--- config.mk ---
export PLATFORM = sky130hd
export DESIGN_NAME = inst_fetch
export DESIGN_NICKNAME = d
export VERILOG_FILES = /design/src/rtl/inst_fetch_pkg.sv /design/src/rtl/inst_fifo.sv /design/src/rtl/inst_fetch.sv
export SDC_FILE = /design/constraint.sdc
export NUM_CORES = 1
export LEC_CHECK = 0
export BUFFER_PORTS_ARGS = -buffer_cell sky130_fd_sc_hd__buf_2
export CORE_ASPECT_RATIO = 0.75
export CORE_MARGIN = 2
export CORE_UTILIZATION = 45
export CTS_CLUSTER_DIAMETER = 100
export DETAILED_ROUTE_END_ITERATION = 8
export GPL_ROUTABILITY_DRIVEN = 0
export GPL_TIMING_DRIVEN = 0
export PLACE_DENSITY_LB_ADDON = 0.2
export SLEW_MARGIN = 20
export SYNTH_ARGS = -nofsm -noshare
export SYNTH_HDL_FRONTEND = slang
export SYNTH_SLANG_ARGS = --single-unit
--- constraint.sdc ---
create_clock -name clk -period 4.58 [get_ports clk]
set_clock_uncertainty 0.2 [all_clocks]
set_input_delay 0.916 -clock clk [delete_from_list [all_inputs] [get_ports clk]]
set_output_delay 0.916 -clock clk [all_outputs]
set_load 0.1 [all_outputs]
--- src/rtl/inst_fetch_pkg.sv ---
// Shared types and constants for the instruction fetch unit and its prefetch queue.
package inst_fetch_pkg;

    localparam int INST_W = 16;
    localparam int ADDR_W = 16;
    localparam logic [ADDR_W-1:0] RESET_PC_DEFAULT = 16'h0000;

    typedef enum logic [0:0] {
        ST_FETCH   = 1'b0,
        ST_DISCARD = 1'b1
    } fetch_state_e;

    function automatic logic [ADDR_W-1:0] pc_inc(input logic [ADDR_W-1:0] pc);
        return pc + 16'd1;
    endfunction

endpackage

--- src/rtl/inst_fifo.sv ---
// Prefetch queue: circular buffer of any depth with flush; head is zero when empty.
module inst_fifo #(
    parameter int DEPTH = 2,
    parameter int WIDTH = 32,
    localparam int CW   = $clog2(DEPTH + 1)
) (
    input  logic             clk,
    input  logic             rst_n,
    input  logic             push,
    input  logic             pop,
    input  logic             flush,
    input  logic [WIDTH-1:0] din,
    output logic [WIDTH-1:0] dout,
    output logic [CW-1:0]    count
);

    localparam int PW = (DEPTH > 1) ? $clog2(DEPTH) : 1;

    logic [WIDTH-1:0] mem_q [DEPTH];
    logic [PW-1:0]    rd_q;
    logic [PW-1:0]    wr_q;
    logic [CW-1:0]    count_q;
    logic             do_push_s;
    logic             do_pop_s;

    function automatic logic [PW-1:0] ptr_inc(input logic [PW-1:0] p);
        if (p == PW'(DEPTH - 1)) begin
            return '0;
        end else begin
            return p + PW'(1);
        end
    endfunction

    // Flush overrides both push and pop; a full queue accepts a push only alongside a pop.
    assign do_pop_s  = pop && !flush && (count_q != '0);
    assign do_push_s = push && !flush && ((count_q != CW'(DEPTH)) || do_pop_s);

    // Pointer and occupancy bookkeeping.
    always_ff @(posedge clk or negedge rst_n) begin
        if (!rst_n) begin
            rd_q    <= '0;
            wr_q    <= '0;
            count_q <= '0;
        end else if (flush) begin
            rd_q    <= '0;
            wr_q    <= '0;
            count_q <= '0;
        end else begin
            if (do_pop_s) begin
                rd_q <= ptr_inc(rd_q);
            end
            if (do_push_s) begin
                wr_q <= ptr_inc(wr_q);
            end
            count_q <= count_q + CW'(do_push_s) - CW'(do_pop_s);
        end
    end

    // Storage array write port.
    always_ff @(posedge clk) begin
        if (do_push_s) begin
            mem_q[wr_q] <= din;
        end
    end

    assign dout  = (count_q != '0) ? mem_q[rd_q] : '0;
    assign count = count_q;

endmodule

--- src/rtl/inst_fetch.sv ---
// Instruction fetch: credit-limited request issue into a prefetch queue, with
// redirect flush and in-order discard of responses to abandoned reads.
module inst_fetch
    import inst_fetch_pkg::*;
#(
    parameter int                QDEPTH   = 2,
    parameter logic [ADDR_W-1:0] RESET_PC = RESET_PC_DEFAULT
) (
    input  logic              clk,
    input  logic              rst_n,
    output logic              mem_req,
    output logic [ADDR_W-1:0] mem_addr,
    input  logic              mem_gnt,
    input  logic              mem_rvalid,
    input  logic [INST_W-1:0] mem_rdata,
    output logic [INST_W-1:0] inst,
    output logic [ADDR_W-1:0] inst_pc,
    output logic              inst_valid,
    input  logic              inst_ready,
    input  logic              redirect,
    input  logic [ADDR_W-1:0] redirect_pc
);

    localparam int CW = $clog2(QDEPTH + 1);

    fetch_state_e             state_q;
    logic [ADDR_W-1:0]        pc_q;
    logic [CW-1:0]            out_q;
    logic [CW-1:0]            q_count_s;
    logic [CW:0]              inflight_s;
    logic [CW-1:0]            out_after_rv_s;
    logic                     grant_s;
    logic                     rv_ok_s;
    logic                     push_s;
    logic                     pop_s;
    logic [ADDR_W-1:0]        resp_addr_s;
    logic [INST_W+ADDR_W-1:0] head_s;

    assign inflight_s     = {1'b0, q_count_s} + {1'b0, out_q};
    assign mem_req        = rst_n && (state_q == ST_FETCH) && !redirect
                            && (inflight_s < (CW+1)'(QDEPTH));
    assign mem_addr       = pc_q;
    assign grant_s        = mem_req && mem_gnt;
    assign rv_ok_s        = mem_rvalid && (out_q != '0);
    assign out_after_rv_s = out_q - CW'(rv_ok_s);

    // In FETCH the outstanding reads are the consecutive addresses just below PC.
    assign resp_addr_s = pc_q - ADDR_W'(out_q);
    assign push_s      = rv_ok_s && (state_q == ST_FETCH) && !redirect;
    assign pop_s       = inst_valid && inst_ready;

    inst_fifo #(
        .DEPTH (QDEPTH),
        .WIDTH (INST_W + ADDR_W)
    ) u_fifo (
        .clk   (clk),
        .rst_n (rst_n),
        .push  (push_s),
        .pop   (pop_s),
        .flush (redirect),
        .din   ({mem_rdata, resp_addr_s}),
        .dout  (head_s),
        .count (q_count_s)
    );

    assign inst_valid = (q_count_s != '0);
    assign inst       = head_s[INST_W+ADDR_W-1:ADDR_W];
    assign inst_pc    = head_s[ADDR_W-1:0];

    // Fetch FSM; in DISCARD out_q is the number of responses still to be dropped.
    always_ff @(posedge clk or negedge rst_n) begin
        if (!rst_n) begin
            state_q <= ST_FETCH;
            pc_q    <= RESET_PC;
            out_q   <= '0;
        end else begin
            case (state_q)
                ST_FETCH: begin
                    if (redirect) begin
                        pc_q    <= redirect_pc;
                        out_q   <= out_after_rv_s;
                        state_q <= (out_after_rv_s != '0) ? ST_DISCARD : ST_FETCH;
                    end else begin
                        if (grant_s) begin
                            pc_q <= pc_inc(pc_q);
                        end
                        out_q <= out_after_rv_s + CW'(grant_s);
                    end
                end
                ST_DISCARD: begin
                    if (redirect) begin
                        pc_q <= redirect_pc;
                    end
                    out_q <= out_after_rv_s;
                    if (out_after_rv_s == '0) begin
                        state_q <= ST_FETCH;
                    end
                end
                default: begin
                    state_q <= ST_FETCH;
                    out_q   <= '0;
                end
            endcase
        end
    end

endmodule
==> flow_metrics.env <==
export IMPL_vias_per_cell=5.28
export IMPL_post_synth_top_count_cell="edfxtp_1"
export IMPL_wl_per_cell_um=16.1
export IMPL_cts_buffers=9
export IMPL_die_h_um=87.7
export IMPL_antennaDiodeCount=0
export IMPL_met3_usage=0.0478
export IMPL_fin_cells=592
export IMPL_die_w_um=116
export IMPL_finalNetCount=506
export IMPL_p_per_area_mw_per_mm2=705
export IMPL_dp_cells=576
export IMPL_coreArea_mm2=0.00905
export IMPL_critPathLaunchType="input port"
export IMPL_fmaxAchievable_mhz=285
export IMPL_seq_area_mm2=0.00250
export IMPL_syn_nets=406
export IMPL_synth_area_mm2=0.00420
export IMPL_fp_row_count=30
export IMPL_clockBufferDepth=2
export IMPL_path_class="in2out"
export IMPL_place_port_buffers=86
export IMPL_crit_path_end_kind="primary output"
export IMPL_maxSlewHeadroom=0.450
export IMPL_synth_cell_type_count=50
export IMPL_finalCritPeriodShare=0.766
export IMPL_netlist_area_leader_share=0.457
export IMPL_fin_setup_tns_ns=0
export IMPL_top_usage_layer="met2"
export IMPL_grt_max_degree=29
export IMPL_ios=88
export IMPL_grt_antenna_before_repair=0
export IMPL_clk_latency_ns=0.34
export IMPL_dpl_hpwl_um=6900
export IMPL_ys_warn_count=0
export IMPL_overflow=0
export IMPL_fill_cells=808
export IMPL_synth_avg_cell_area_um2=11.7
export IMPL_drt_iter0_drc=214
export IMPL_ctsResizeCount=0
export IMPL_cts_root_buf="clkbuf_16"
export IMPL_hold_class="in2async"
export IMPL_cp_data_required_time_ns=3.46
export IMPL_grt_use_met2=0.307
export IMPL_crit_arrival_ns=2.39
export IMPL_rsz0062_at_grt="no"
export IMPL_drive_gt1_frac=0.254
export IMPL_clkSinkCount=87
export IMPL_drt_wl_total_um=9560
export IMPL_area_growth_pct=22.4
export IMPL_ir_drop_mv=0.269
export IMPL_synth_edf_count=64
export IMPL_synth_flop_cell="edfxtp_1"
export IMPL_synth_area_leaders="edfxtp_1, dfrtp_1, mux2i_1"
export IMPL_worst_pin_slew_ns=0.825
export IMPL_synthTopCellsByCount="edfxtp_1, nor2_1, mux2i_1"
export IMPL_dieArea_mm2=0.0101
export IMPL_syn_inst=359
export IMPL_finalSetupViolations=0
export IMPL_initial_utilization=0.464
export IMPL_synth_seq_cells=87
export IMPL_first_pass_iters=5
export IMPL_hold_viol=0
export IMPL_worst_r2r_setup_slack_ns=1.55
export IMPL_max_cap_violations=0
export IMPL_cts_setup_buffers=0
export IMPL_async_reset_ff_frac=0.264
export IMPL_ant_nets=0
export IMPL_slew_violations=0
export IMPL_layout_min_cycle_time_ns=3.51
export IMPL_grt_pass1_vias=3005
export IMPL_yosysTopAreaCell="edfxtp_1"
export IMPL_drc=0
export IMPL_status="finished, final reports clean"
export IMPL_multi_input_area_mm2=0.00155
export IMPL_grt_pass1_wl_um=15100
export IMPL_cts_max_level=3
export IMPL_ys_seq_area_frac=0.594
export IMPL_met1_usage=0.272
export IMPL_cts_tree="yes"
export IMPL_vias=3127
export IMPL_worstReg2RegEnd="mem_addr[12]$_DFFE_PN0P_"
export IMPL_worstPathMaxFanout=10
export IMPL_rr_worst_depth=8
export IMPL_r2r_start="out_q[0]$_DFF_PN0_"
export IMPL_path_clk_slew_ns=0.06
export IMPL_cts_hold_repair_buffers=0
export IMPL_p_leak_uw=0.00203
export IMPL_track_usage=0.198
[logic make-up (layout without fill, tap and decap cells)]
family,Yosys count,after routing,share of synthesized area
AO/OA/AOI/OAI,53,53,0.0795
buffers and inverters,39,144,0.0411
adder cells (fa/ha/maj),9,9,0.0304
XOR/XNOR,19,19,0.0396
flip-flops,87,87,0.594
multiplexers,32,32,0.0762
AND/OR/NAND/NOR,120,120,0.139
[worst max-delay path by stage]
| stage | slack, ns | from | to |
|---|---|---|---|
| floorplan | 0.20 | redirect | mem_req |
| global placement | -0.63 | redirect | u_fifo.mem_q[0][6]$_DFFE_PP_ |
| detailed placement | 1.06 | redirect | u_fifo.mem_q[0][6]$_DFFE_PP_ |
| CTS | 1.07 | u_fifo.rd_q$_DFFE_PN0P_ | inst_pc[14] |
| global route | 0.91 | u_fifo.rd_q$_DFFE_PN0P_ | inst_pc[14] |
| finish | 1.07 | redirect | mem_req |
[per-stage QoR]
stage	power, µW	util	hold WS, ns	setup WS, ns	cell area (µm²)
final	3630	0.569	0.371	1.07	5140
after global routing	3800	0.569	0.413	0.915	5140
after CTS	3650	0.569	0.384	1.07	5140
after detailed placement	2920	0.536	0.384	1.06	4850
after global placement	2890	0.531	0.354	-0.628	4800
after floorplan	2570	-	0.330	0.199	4210
[power by group]
part	switching (µW)	leakage (µW)	internal, µW	total [µW]
logic	1430	0.00103	379	1810
clock network	284	0.000144	436	719
registers	87.8	0.000852	1010	1100
[cell type report]
cell class | count | area share
Buffer | 23 | 0.0219
Tap cell | 128 | 0.0311
Multi-Input combinational cell | 233 | 0.302
Sequential cell | 87 | 0.486
Clock inverter | 4 | 0.00924
Timing Repair Buffer | 89 | 0.0905
Clock buffer | 12 | 0.0479
Inverter | 16 | 0.0117
[state kept, by name (all words and copies together), names as in the netlist]
signal	cells
out_q	2
u_fifo.rd_q	1
mem_addr	16
state_q	1
u_fifo.wr_q	1
u_fifo.count	2
u_fifo.mem_q	64
[routing by layer]
layer | vias up | routed length [µm] | part of all wire
met5 | - | 0 | 0
met4 | 0 | 156 | 0.016
met3 | 18 | 485 | 0.051
met2 | 105 | 4500 | 0.47
met1 | 1497 | 4420 | 0.46
li1 | 1507 | - | -
[layout by cell type, fill, tap and decap left out, drive strengths merged, types with 9 or more instances in the layout]
cell type / n
o21ai: 13
nand2: 18
edfxtp: 64
inv: 16
mux2i: 32
nor2: 52
a21oi: 17
buf: 96
xnor2: 12
nand3: 9
dfrtp: 23
clkbuf: 28
nor3: 10
[critical path, stage by stage]
cell and delay, ns:
clkbuf_1 0.15, or2_2 0.33, clkbuf_1 0.27, nor4b_2 0.26, buf_2 0.46
Power figures use the tool's default switching activity.
